--- config.mk ---
export PLATFORM = sky130hd
export DESIGN_NAME = uart_tx_frame
export DESIGN_NICKNAME = d
export VERILOG_FILES = /design/src/rtl/uart_tx_frame.sv
export SDC_FILE = /design/constraint.sdc
export NUM_CORES = 1
export LEC_CHECK = 0
export ABC_CLOCK_PERIOD_IN_PS = 5100
export CAP_MARGIN = 0
export CORE_MARGIN = 2
export CORE_UTILIZATION = 60
export CTS_BUF_LIST = sky130_fd_sc_hd__clkbuf_16
export DETAILED_ROUTE_END_ITERATION = 7
export GPL_ROUTABILITY_DRIVEN = 0
export PLACE_DENSITY = 0.94
export SETUP_SLACK_MARGIN = 0.2
export SYNTH_ARGS = -nofsm -noshare
export SYNTH_HDL_FRONTEND = slang
export SYNTH_SLANG_ARGS = --single-unit
--- constraint.sdc ---
create_clock -name clk -period 5.1 [get_ports clk]
set_clock_uncertainty 0.1 [all_clocks]
set_input_delay 1.02 -clock clk [delete_from_list [all_inputs] [get_ports clk]]
set_output_delay 1.02 -clock clk [all_outputs]
set_load 0.03 [all_outputs]
--- src/rtl/uart_tx_frame.sv ---
// UART transmit framer: valid/ready word input, programmable baud divider,
// runtime data length (5..DATA_W), optional even/odd parity and 1 or 2 stop bits.
module uart_tx_frame #(
  parameter int DATA_W = 8,
  parameter int DIV_W  = 13
) (
  input  logic              clk,
  input  logic              rst_n,
  input  logic [DIV_W-1:0]  baud_div,
  input  logic [3:0]        data_len,
  input  logic [1:0]        parity_mode,
  input  logic              stop2,
  input  logic              in_valid,
  input  logic [DATA_W-1:0] in_data,
  output logic              in_ready,
  output logic              tx_out,
  output logic              busy,
  output logic              done
);

  typedef enum logic [2:0] {
    ST_IDLE   = 3'd0,
    ST_START  = 3'd1,
    ST_DATA   = 3'd2,
    ST_PARITY = 3'd3,
    ST_STOP   = 3'd4
  } state_t;

  state_t              state_r, state_s;
  logic [DIV_W-1:0]    cnt_r, cnt_s;
  logic [DIV_W-1:0]    div_r, div_s;
  logic [3:0]          len_r, len_s;
  logic [3:0]          idx_r, idx_s;
  logic [DATA_W-1:0]   shift_r, shift_s;
  logic                par_en_r, par_en_s;
  logic                par_r, par_s;
  logic                stop2_r, stop2_s;
  logic                stop_idx_r, stop_idx_s;
  logic                tx_r, tx_s;

  logic [3:0]          len_cl_s;
  logic [DATA_W-1:0]   masked_s;
  logic                bit_end_s;
  logic                last_stop_s;
  logic                accept_s;

  // Zero every data bit at or above the frame length.
  function automatic logic [DATA_W-1:0] mask_data(input logic [DATA_W-1:0] d,
                                                  input logic [3:0] len);
    logic [DATA_W-1:0] m;
    m = '0;
    for (int i = 0; i < DATA_W; i++) begin
      if (4'(i) < len) m[i] = d[i];
      else             m[i] = 1'b0;
    end
    return m;
  endfunction

  // Even parity over a word; odd parity is its inverse.
  function automatic logic even_parity(input logic [DATA_W-1:0] d);
    return ^d;
  endfunction

  assign len_cl_s    = ((data_len < 4'd5) || (data_len > 4'(DATA_W))) ? 4'(DATA_W) : data_len;
  assign masked_s    = mask_data(in_data, len_cl_s);
  assign bit_end_s   = (cnt_r == '0);
  assign last_stop_s = (state_r == ST_STOP) && bit_end_s && (stop_idx_r == stop2_r);
  assign in_ready    = (state_r == ST_IDLE) || last_stop_s;
  assign accept_s    = in_valid && in_ready;
  assign done        = last_stop_s;
  assign busy        = (state_r != ST_IDLE);
  assign tx_out      = tx_r;

  // Next-state, bit timing and next serial level.
  always_comb begin
    state_s    = state_r;
    cnt_s      = bit_end_s ? div_r : (cnt_r - DIV_W'(1));
    div_s      = div_r;
    len_s      = len_r;
    idx_s      = idx_r;
    shift_s    = shift_r;
    par_en_s   = par_en_r;
    par_s      = par_r;
    stop2_s    = stop2_r;
    stop_idx_s = stop_idx_r;

    if (accept_s) begin
      state_s    = ST_START;
      cnt_s      = baud_div;
      div_s      = baud_div;
      len_s      = len_cl_s;
      idx_s      = 4'd0;
      shift_s    = masked_s;
      par_en_s   = (parity_mode == 2'b01) || (parity_mode == 2'b10);
      par_s      = even_parity(masked_s) ^ (parity_mode == 2'b10);
      stop2_s    = stop2;
      stop_idx_s = 1'b0;
    end else begin
      case (state_r)
        ST_IDLE: begin
          cnt_s = cnt_r;
        end
        ST_START: begin
          if (bit_end_s) begin
            state_s = ST_DATA;
            idx_s   = 4'd0;
          end else begin
            state_s = ST_START;
          end
        end
        ST_DATA: begin
          if (bit_end_s) begin
            shift_s = shift_r >> 1;
            idx_s   = idx_r + 4'd1;
            if (idx_r == (len_r - 4'd1)) begin
              state_s    = par_en_r ? ST_PARITY : ST_STOP;
              stop_idx_s = 1'b0;
            end else begin
              state_s = ST_DATA;
            end
          end else begin
            state_s = ST_DATA;
          end
        end
        ST_PARITY: begin
          if (bit_end_s) begin
            state_s    = ST_STOP;
            stop_idx_s = 1'b0;
          end else begin
            state_s = ST_PARITY;
          end
        end
        ST_STOP: begin
          if (last_stop_s) begin
            state_s = ST_IDLE;
            cnt_s   = '0;
          end else if (bit_end_s) begin
            stop_idx_s = 1'b1;
          end else begin
            state_s = ST_STOP;
          end
        end
        default: begin
          state_s = ST_IDLE;
          cnt_s   = '0;
        end
      endcase
    end

    case (state_s)
      ST_IDLE:   tx_s = 1'b1;
      ST_START:  tx_s = 1'b0;
      ST_DATA:   tx_s = shift_s[0];
      ST_PARITY: tx_s = par_s;
      ST_STOP:   tx_s = 1'b1;
      default:   tx_s = 1'b1;
    endcase
  end

  // State and datapath registers; reset abandons any frame and drives the line high.
  always_ff @(posedge clk or negedge rst_n) begin
    if (!rst_n) begin
      state_r    <= ST_IDLE;
      cnt_r      <= '0;
      div_r      <= '0;
      len_r      <= 4'd0;
      idx_r      <= 4'd0;
      shift_r    <= '0;
      par_en_r   <= 1'b0;
      par_r      <= 1'b0;
      stop2_r    <= 1'b0;
      stop_idx_r <= 1'b0;
      tx_r       <= 1'b1;
    end else begin
      state_r    <= state_s;
      cnt_r      <= cnt_s;
      div_r      <= div_s;
      len_r      <= len_s;
      idx_r      <= idx_s;
      shift_r    <= shift_s;
      par_en_r   <= par_en_s;
      par_r      <= par_s;
      stop2_r    <= stop2_s;
      stop_idx_r <= stop_idx_s;
      tx_r       <= tx_s;
    end
  end

endmodule

==> impl_metrics.csv, run 1 <==
group,metric,value,unit
logic_synthesis,synth_cell_types,63,
clock_network,postCtsHoldBufs,0,
setup_path,cp.required,3980,ps
timing,period_minus_slack,3685,ps
timing,timing.final.ws_setup,1415,ps
power,power,1.832,mW
setup_path,r2r_end,"idx_r[0]",
layout,n_antenna_cell,0,
power,pwr-share-seq,0.420,
floorplan,io_pins,35,
status,outcome,"finished, final reports clean",
clock_network,htreeDepth,2,
clock_network,path_clk_slew,60,ps
layout,final_nets,390,
layout,postLayoutCellArea,3480,um^2
setup_path,crit_slowest_cell,"clkdlybuf4s50_1",
global_route,grt_antenna_before_repair,0,
layout,drive_gt1_frac,0.07345,
setup_path,cp-endpoint,"in_ready",
logic_synthesis,synth_edf_count,0,
power,switching_power,0.7272,mW
setup_path,path_max_fanout,8,
logic_synthesis,synth_area_leader_cell,"dfrtp_1",
timing,final-max-slew-violation-count,0,
floorplan,initial_utilization,0.6258,
routing,drtIter0Drc,321,
power,power.internal,1.105,mW
setup_path,cp-start-kind,"flop",
setup_path,reg2regPathDepth,7,
power,p_comb_frac,0.410,
routing,wl_per_cell,16.14,um
timing,hold_viol,0,
power,power.share.switching,0.3969,
layout,syn_to_final_growth,16.95,%
logic_synthesis,synth-seq-cells,50,
routing,ant_nets,0,
logic_synthesis,synth_cells,323,
logic_synthesis,synthesis.nets,359,
floorplan,core_area,4755,um^2
logic_synthesis,synthFlopType,"dfrtp_1",
timing,max-slew-margin-rel,0.2966,
setup_path,arrival,2570,ps
power,p_leak,1.554,nW
logic_synthesis,syn_area_per_cell,9.212,um^2
clock_network,clock_sinks,50,
floorplan,dieHeight,74.42,um
logic_synthesis,netlist_area,2975,um^2
floorplan,rows,25,
clock_network,clock-root-buffer,"clkbuf_16",
place,io_buffers,34,
timing,setup_violations,0,
timing,rsz0062_at_grt,"no",
global_route,grt_max_degree,51,
clock_network,clk_latency,290,ps
place,placed_cell_area,3343,um^2
worst_hold_path,worst_hold_path.num_cells,2,
logic_synthesis,synth.top_cells.by_area,"dfrtp_1 41%, nand2_1 8.1%, nor2_1 3.7%",
routing,wl,6.793,mm
power,power.share.clock,0.170,
place,place_inst,414,
global_route,grt.total_usage,0.2676,
routing,via_per_inst,6.245,
global_route,overflow,0,
power,ir_drop,0.2895,mV
logic_synthesis,synth_seq_area_share,0.4209,
floorplan,die_area,5538,um^2
setup_path,crit_start,"cnt_r[0]",
place,dp_slack,1748,ps
power,powerDensity,526.6,nW/um^2
routing,drc,0,
setup_path,end_kind,"output port",
setup_path,rrSetupSlack,2280,ps
setup_path,max_stage_delay,690,ps
clock_network,clock_path_buffers,2,
timing,fmax,271.3,MHz
setup_path,critPathKind,"flop to output port",
timing,fin_crit_sh,0.7226,
logic_synthesis,yosysWarnings,0,
setup_path,reg2reg_from,"cnt_r[0]",
routing,drtPass1Iterations,4,
global_route,grt_pass1_vias,2444,
timing,worst_pin_slew,1045,ps
global_route,grt_first_pass_wirelength,11.38,mm
floorplan,die_w,74.42,um
setup_path,cp_cell_sequence,"inv_1 > ha_1 > nor4b_4 > nand4_2 > o21ai_0 > clkdlybuf4s50_1",
layout,fin_cells,421,
timing,setup-tns-final,0,ps
clock_network,cts_tree,"done",
routing,via_count,2629,
place,dp_hpwl,4.816,mm
worst_hold_path,hold_class,"flop to flop",
logic_synthesis,async_reset_ff_frac,1.000,
clock_network,post_cts_resized,0,
flow_run,max_cap_violations,0,
logic_synthesis,synth_top_area_share,0.4121,
clock_network,cts_setup_buffers,0,
clock_network,cts-buffers-inserted,5,
## power by group through the flow
stage                     Combinational (mW)  Sequential, mW  Clock [mW]
after floorplan                        0.609           0.715           0
after global placement                 0.710           0.752           0
after detailed placement               0.742           0.770           0
after CTS                              0.750           0.763       0.321
after global routing                   0.835           0.789       0.331
final                                  0.751           0.769       0.312
## logic make-up after synthesis
group | count (synthesis) | synth area share
simple gates | 150 | 0.2679
buf+inv | 23 | 0.03616
flops | 50 | 0.4209
compound gates | 72 | 0.1804
mux | 2 | 0.007149
fa+ha+maj | 5 | 0.02103
xor+xnor | 21 | 0.06644
## worst min-delay path by stage
stage	startpoint	slack, ps	to
2_1_floorplan	div_r[5]	350	div_r[5]
3_3_place_gp	div_r[11]	360	div_r[11]
3_5_place_dp	div_r[7]	360	div_r[7]
4_1_cts	div_r[7]	380	div_r[7]
5_1_grt	div_r[12]	390	div_r[12]
6_report	div_r[7]	380	div_r[7]
## flip-flops by register name, indices dropped and copies added, names as in the netlist
| name | flops |
|---|---|
| cnt_r | 13 |
| div_r | 13 |
| idx_r | 4 |
| len_r | 4 |
| par_en_r | 1 |
| par_r | 1 |
| shift_r | 8 |
| state_r | 3 |
| stop2_r | 1 |
| stop_idx_r | 1 |
| tx_out | 1 |
## metal layers
metal	vias to the layer above	track usage	share of wire
li1	1230	-	-
met1	1280	0.3709	0.43
met2	106	0.4228	0.48
met3	13	0.04336	0.073
met4	0	0.1071	0.020
met5	-	0	0
## final cells by class
cell class / count / area, um^2
multi-input cells: 250 / 1615
clock inverters: 2 / 11.26
fillers: 346 / 1275
inverters: 11 / 41.29
well taps: 67 / 83.83
repair buffers: 36 / 350.3
clock buffers: 5 / 125.1
flip-flops and latches: 50 / 1252
## synth_stat cells (all sizes together) (8+ instances only)
master  number
nor2        30
nor3        11
nand2       64
o21ai       13
inv         11
dfrtp       49
nand3       12
a221o        9
xor2         9
a31oi        8
xnor2       11
## critical path: cells and delay by family, from the launching register on
kind | cells | cell delay (ps)
adder cells (fa/ha/maj) | 1 | 190
flip-flops | 1 | 410
buffers and inverters | 2 | 800
AO/OA/AOI/OAI | 1 | 200
AND/OR/NAND/NOR | 2 | 680
## placed cells by master, fill, tap and decap left out, drive strengths merged, types with 2 or more instances in the layout
cell,synthesis,routed
a21o,6,6
o21ai,13,13
or2,2,2
xnor2,11,11
nor4,4,4
o211ai,3,3
clkbuf,6,5
nand2b,4,4
o221ai,3,3
nor2b,2,2
dfrtp,49,49
or4,3,3
and3,2,2
clkdlybuf4s50,0,33
buf,6,3
nor2,30,30
a21oi,6,6
nand3b,2,2
a32oi,2,2
nor3,11,11
a221o,9,9
nand4,4,4
inv,11,12
a31oi,8,8
xor2,9,9
a211oi,6,6
nand2,64,64
a22o,4,4
ha,5,5
nand3,12,12
a41oi,2,2
nor3b,2,2
## per-stage QoR
| stage | hold slack [ps] | util |
|---|---|---|
| 2_1_floorplan | 345.5 | - |
| 3_3_place_gp | 358.0 | 0.7032 |
| 3_5_place_dp | 363.5 | 0.7032 |
| 4_1_cts | 380.0 | 0.7318 |
| 5_1_grt | 391.1 | 0.7318 |
| 6_report | 378.3 | 0.7318 |
(Power assumes the default switching activity.)
==> inputs of run 2 (changes only) <==
--- a/config.mk
+++ b/config.mk
@@ -5,14 +5,14 @@
 export SDC_FILE = /design/constraint.sdc
 export NUM_CORES = 1
 export LEC_CHECK = 0
-export ABC_CLOCK_PERIOD_IN_PS = 5100
+export ABC_CLOCK_PERIOD_IN_PS = 3600
 export CAP_MARGIN = 0
 export CORE_MARGIN = 2
-export CORE_UTILIZATION = 60
+export CORE_UTILIZATION = 56
 export CTS_BUF_LIST = sky130_fd_sc_hd__clkbuf_16
 export DETAILED_ROUTE_END_ITERATION = 7
 export GPL_ROUTABILITY_DRIVEN = 0
-export PLACE_DENSITY = 0.94
+export PLACE_DENSITY = 0.89
 export SETUP_SLACK_MARGIN = 0.2
 export SYNTH_ARGS = -nofsm -noshare
 export SYNTH_HDL_FRONTEND = slang
==> constraint.sdc (replaced) <==
create_clock -name clk -period 3.6 [get_ports clk]
set_clock_uncertainty 0.1 [all_clocks]
set_input_delay 0.72 -clock clk [delete_from_list [all_inputs] [get_ports clk]]
set_output_delay 0.72 -clock clk [all_outputs]
set_load 0.03 [all_outputs]
==> run 2 against run 1 <==
Compared with the run above:
- worst setup slack lost 1000 ps
- sequential share of layout area decreased by 0.28 points
- first-iteration DRC count decreased by 7.8%
- register-to-register slack worse by 1400 ps
- count of clock-buffer cells in the layout is the same
- final area up 0.79%
- combinational power rose by 46%
- non-clock buffer count up 3
- cell count rose by 1.7%
- largest cell class unchanged
- highest routed layer unchanged
==> impl_metrics.csv, run 2 (synthesis results as in run 1) <==
group,metric,value,unit
timing,setup_violations,0,
clock_network,clk_latency,290,ps
timing,worst_pin_slew,1106,ps
routing,drtIter0Drc,296,
routing,drc,0,
routing,via_per_inst,6.093,
place,io_buffers,34,
global_route,grt_pass1_vias,2515,
routing,wl_per_cell,16.36,um
clock_network,clock_path_buffers,2,
layout,syn_to_final_growth,17.87,%
floorplan,dieHeight,76.89,um
timing,hold_viol,0,
timing,max-slew-margin-rel,0.2624,
global_route,overflow,0,
clock_network,postCtsHoldBufs,0,
clock_network,cts-buffers-inserted,5,
layout,mostFrequentLayoutCell,"nand2_1",
routing,wl,7.001,mm
flow_run,max_cap_violations,0,
layout,largest_registers,"cnt_r: 13 flops, div_r: 13 flops, shift_r: 8 flops",
setup_path,rrSetupSlack,900,ps
setup_path,cp.required,2780,ps
timing,hold_ws,375.5,ps
layout,final_nets,393,
floorplan,initial_utilization,0.5826,
power,ir_drop,0.3739,mV
timing,fmax,313.3,MHz
timing,final-max-slew-violation-count,0,
global_route,grt_max_degree,51,
setup_path,cp_cell_sequence,"nor4_4 > nand4_2 > o21ai_0 > clkdlybuf4s50_1",
setup_path,path_max_fanout,8,
clock_network,cts_tree,"done",
timing,fin_crit_sh,0.8867,
power,p_leak,1.574,nW
clock_network,clock_sinks,50,
floorplan,io_pins,35,
layout,final_cell_mix,"64 x nand2_1, 49 x dfrtp_1, 33 x clkdlybuf4s50_1",
setup_path,crit_slowest_cell,"clkdlybuf4s50_1",
power,power,2.635,mW
setup_path,arrival,2370,ps
setup_path,end_kind,"output port",
layout,n_antenna_cell,0,
clock_network,clock-root-buffer,"clkbuf_16",
status,outcome,"finished, final reports clean",
timing,setup-tns-final,0,ps
floorplan,die_area,5912,um^2
global_route,grt_antenna_before_repair,0,
clock_network,post_cts_resized,0,
setup_path,critPathKind,"flop to output port",
timing,period_minus_slack,3192,ps
power,powerDensity,751.4,nW/um^2
floorplan,die_w,76.89,um
clock_network,cts_setup_buffers,1,
place,dp_hpwl,4.853,mm
setup_path,cp-start-kind,"flop",
routing,ant_nets,0,
routing,drtPass1Iterations,5,
clock_network,htreeDepth,2,
worst_hold_path,hold_class,"flop to flop",
setup_path,max_stage_delay,690,ps
floorplan,rows,26,
floorplan,core_area,5107,um^2
layout,drive_gt1_frac,0.08101,
timing,rsz0062_at_grt,"no",
routing,via_count,2608,
clock_network,path_clk_slew,60,ps
global_route,grt.total_usage,0.2538,
global_route,grt_first_pass_wirelength,11.94,mm
## run 2: changes by cell type in the layout (fill, tap and decap cells not counted), sizes merged
cell	delta
clkinvlp	-1
clkinv	+2
buf	+3
## run 2: worst paths after layout
check	from	endpoint	cells after the start
setup / recovery	cnt_r[11]	in_ready	4
min in group asynchronous	rst_n	shift_r[4]	1
setup reg to reg	cnt_r[0]	shift_r[6]	9
max in group asynchronous	rst_n	cnt_r[10]	1
hold / removal	shift_r[3]	shift_r[3]	1
hold reg to reg	shift_r[3]	shift_r[3]	1
## run 2: cell type report
type                       instances  area, um^2
clock inverter                     3       12.51
sequential                        50        1252
fill                             395        1600
timing repair buffer              39       372.9
inverter                          11       41.29
tap                               70       87.58
clock buffer                       5       125.1
multi-input combinational        250        1615
## run 2: power by group
part	switching, mW	internal (mW)	leakage, nW
Clock	0.199	0.252	0.0724
Combinational	0.582	0.515	0.867
Sequential	0.271	0.816	0.635
## run 2: critical path: cells and delay by family, from the launching register on
family                 cells  cell delay (ps)
buffers and inverters      1              690
AOI/OAI and AO/OA          1              200
DFF                        1              450
and+or+nand+nor            2              740
## run 2: routing by layer
layer  track usage  vias up  share of wire
met5             0        -              0
met4        0.1091        0          0.025
met3       0.03765       21          0.053
met2        0.4132      101           0.48
met1        0.3390     1249           0.44
li1              -     1237              -
## run 2: metrics by stage
stage | util | worst slack, ps | instance area (um^2) | instances
3_5_place_dp | 0.6583 | 498.0 | 3362 | 419
6_report | 0.6867 | 408.1 | 3507 | 428
5_1_grt | 0.6867 | 210.0 | 3507 | 428
4_1_cts | 0.6867 | 388.1 | 3507 | 428
3_3_place_gp | 0.6583 | 635.1 | 3362 | 419
2_1_floorplan | - | 844.3 | 2975 | 323
==> patch 1 (flow settings as in run 2) <==
Reset style: synchronous (`rst_n`), changed in one clocked block.
--- a/src/rtl/uart_tx_frame.sv
+++ b/src/rtl/uart_tx_frame.sv
@@ -160,3 +160,3 @@
   // State and datapath registers; reset abandons any frame and drives the line high.
-  always_ff @(posedge clk or negedge rst_n) begin
+  always_ff @(posedge clk) begin
     if (!rst_n) begin
Check against the original RTL: differs if rst_n is asserted again (counterexample within 4 cycles, from zero or initial values and one cycle with rst_n low); with rst_n held inactive, the same outputs for 10 cycles.
==> patch 1 against run 2 <==
Final area down 8.3%. Count of clock-buffer cells in the layout is the same. Total power down 3.9%. Worst setup slack got worse by 0.074 ns. Maximum frequency fell by 2.3%. Wire length up 0.29%. Area after synthesis decreased by 9.0%. Via count rose by 1.9%. Sequential cell count unchanged.
==> patch 1: results (changes against run 2) <==
critical path's slowest cell=or4b_1 (was clkdlybuf4s50_1); number of global-route vias before repair=2409 (was 2515); Compound-Gate Fraction of Synth Area=0.246 (was 0.180); drt pass-1 iters=6 (was 5); Layout Cells excl Fill=430 (was 428); met3 WL post-DR=497 um (was 368 um); FF-to-FF setup slack=0.59 ns (was 0.90 ns); met3 GRT Util=0.0412 (was 0.0376); fraction of area in registers=0.311 (was 0.357); met1 Use GR=0.377 (was 0.339); clk tree area frac=0.0428 (was 0.0392); crit-path max cell delay=0.60 ns (was 0.69 ns); #MultiIn Comb=268 (was 250); Worst Reg-to-Reg Cells=8 (was 9); post-layout min period=3.27 ns (was 3.19 ns); leak pwr=1.21 nW (was 1.57 nW); CP arrival=2.45 ns (was 2.37 ns); Area contributors post-synth=dfxtp_1 37%, nand2_1 9.6%, a21oi_1 5.0%, nor2_1 3.9%, a31oi_1 3.0% (was dfrtp_1 41%, nand2_1 8.1%, nor2_1 3.7%, xnor2_1 3.2%, a221o_1 3.0%); cell total after placement=422 (was 419); sequential area share after synthesis=0.370 (was 0.421); drt wl/cell=16.3 um (was 16.4 um); Slew Limit Headroom=0.431 (was 0.262); largest net degree at the start of global routing=39 (was 51); post-synthesis xor/xnor area fraction=0.0536 (was 0.0664); Via-to-Cell Ratio=6.18 (was 6.09); worst hold margin=0.360 ns (was 0.375 ns); Final nets=411 (was 393); Primary FF master, synth=dfxtp_1 (was dfrtp_1); non-clock buffer share of cell area=0.117 (was 0.106); post-synthesis adder-cell area fraction=0.0231 (was 0.0210); Async S/R FF share, synth=0 (was 1.00); Fill cells=372 (was 395); met2 wire len=3280 um (was 3360 um); syn_nets=384 (was 359); Area after DPL=0.00308 mm^2 (was 0.00336 mm^2); post-CTS setup buffer count=0 (was 1); hold_sp=div_r[9] (was shift_r[3]); Crit. Startpoint=cnt_r[1] (was cnt_r[11]); Post-Place Worst Slack=0.402 ns (was 0.498 ns); Layout area overhead=18.7% (was 17.9%); Hold EP=div_r[9] (was shift_r[3]); layout cells sized above 1=0.0585 (was 0.0810); GRT met2 Usage=0.425 (was 0.413); status=finished clean (unchanged); worst-path maximum fanout=6 (was 8); Metal-1 WL=3100 um (about the same); Max IR drop VDD=0.400 mV (was 0.374 mV); reg2reg end=tx_out (was shift_r[6]); fraction of area in multi-input gates=0.495 (was 0.461); Final HPWL DP=4950 um (was 4850 um); global-route wire length before repair=11500 um (was 11900 um)
-- patch 1: cell count changes in the layout (fill, tap and decap cells not counted), sizes merged, moves of 4 or more --
cell | before | now
nand4 | 4 | 0
a311oi | 1 | 5
nand2 | 64 | 69
a21oi | 6 | 27
a31oi | 8 | 13
dfxtp | 0 | 50
xnor2 | 11 | 7
or3 | 1 | 5
nand2b | 4 | 0
nor3 | 11 | 6
dfrtp | 49 | 0
a221o | 9 | 0
-- patch 1: what timing repair did --
item | in CTS | in global routing
gates resized for setup | 2 | 0
setup endpoints to repair | 2 | 0
hold buffers | 0 | 0
-- patch 1: report_power, final --
part           switching, mW  total [mW]  internal, mW
registers              0.132       0.823         0.691
clock network          0.199       0.450         0.251
logic                  0.777        1.26         0.482
total                   1.11        2.53          1.42
-- patch 1: logic make-up after synthesis --
group	Yosys count
flip-flops	50
buffers and inverters	30
AO/OA/AOI/OAI	99
XOR/XNOR	15
multiplexers	3
AND/OR/NAND/NOR	146
adder cells (fa/ha/maj)	5
==> patch 2 (config.mk and constraints of run 2) <==
Without the edit above. `DATA_W`: 8 -> 10.
--- a/src/rtl/uart_tx_frame.sv
+++ b/src/rtl/uart_tx_frame.sv
@@ -3,3 +3,3 @@
 module uart_tx_frame #(
-  parameter int DATA_W = 8,
+  parameter int DATA_W = 10,
   parameter int DIV_W  = 13
Ports: changed (resized in_data); port bits go from 35 to 37. No check against the original RTL was run, so the function may have changed too.
==> patch 2 against run 2 <==
Sequential cell count increased by 2. Final area increased by 0.93%. Wire length decreased by 6.8%. Count of clock-buffer cells in the layout unchanged. Combinational power decreased by 16%. Area after synthesis decreased by 0.71%. Critical path type unchanged. Worst setup slack got worse by 0.13 ns. Largest power group is now registers. Total power decreased by 4.5%.
==> patch 2: results (changes against run 2) <==
status=finished clean (unchanged); top flop regs=cnt_r (13), div_r (13), shift_r (10) (was cnt_r (13), div_r (13), shift_r (8)); GRT met2 Usage=0.418 (was 0.413); met2 wire len=3290 um (was 3360 um); sequential area share after synthesis=0.441 (was 0.421); GRT Total Usage=0.236 (was 0.254); hold_sp=shift_r[2] (was shift_r[3]); cell total after placement=428 (was 419); worst-margin pin slew=0.766 ns (was 1.11 ns); Post-Place Worst Slack=0.307 ns (was 0.498 ns); Switching Share=0.364 (was 0.399); via count=2513 (was 2608); Hold Path Depth=2 (was 1); Hold EP=shift_r[2] (was shift_r[3]); reg2reg end=tx_out (was shift_r[6]); number of global-route vias before repair=2401 (was 2515); Max IR drop VDD=0.391 mV (was 0.374 mV); Metal-1 WL=2830 um (was 3100 um); mux cell area share after synthesis=0.0178 (was 0.00715); Starting DRT DRC Count=129 (was 296); Power Clock=0.533 mW (was 0.451 mW); P_comb=0.926 mW (was 1.10 mW); Area contributors post-synth=dfrtp_1 43%, nand2_1 8.8%, xnor2_1 4.7%, nor2_1 4.3%, xor2_1 3.0% (was dfrtp_1 41%, nand2_1 8.1%, nor2_1 3.7%, xnor2_1 3.2%, a221o_1 3.0%); Routed WL=6530 um (was 7000 um); layout cells sized above 1=0.0738 (was 0.0810); met1 Use GR=0.296 (was 0.339); Area after DPL=0.00337 mm^2 (was 0.00336 mm^2); I/O Buffers=36 (was 34); global-route wire length before repair=11200 um (was 11900 um); Final WS setup=0.278 ns (was 0.408 ns); Layout Cells excl Fill=436 (was 428)
[patch 2: changes by cell type in the layout (fill, tap and decap cells not counted), moves of 3 or more]
cell,before,now
a21oi_1,4,10
nand2_1,64,69
nor2_1,29,34
o21ai_0,12,17
xnor2_1,11,16
a31oi_1,8,4
a21o_1,6,3
a221o_1,9,6
a22oi_1,1,4
inv_1,12,9
o211ai_1,3,6
or3_1,1,4
[patch 2: logic make-up after synthesis]
| family | count (synthesis) |
|---|---|
| xor+xnor | 26 |
| buf+inv | 22 |
| compound gates | 73 |
| mux | 5 |
| fa+ha+maj | 5 |
| simple gates | 146 |
| flops | 52 |
[patch 2: final cells by class]
| type | instances | area, um^2 |
|---|---|---|
| Tap cell | 70 | 87.6 |
| Inverter | 8 | 30.0 |
| Multi-Input combinational cell | 255 | 1550 |
| Clock buffer | 5 | 125 |
| Sequential cell | 52 | 1300 |
| Fill cell | 414 | 1570 |
| Timing Repair Buffer | 43 | 408 |
| Clock inverter | 3 | 38.8 |
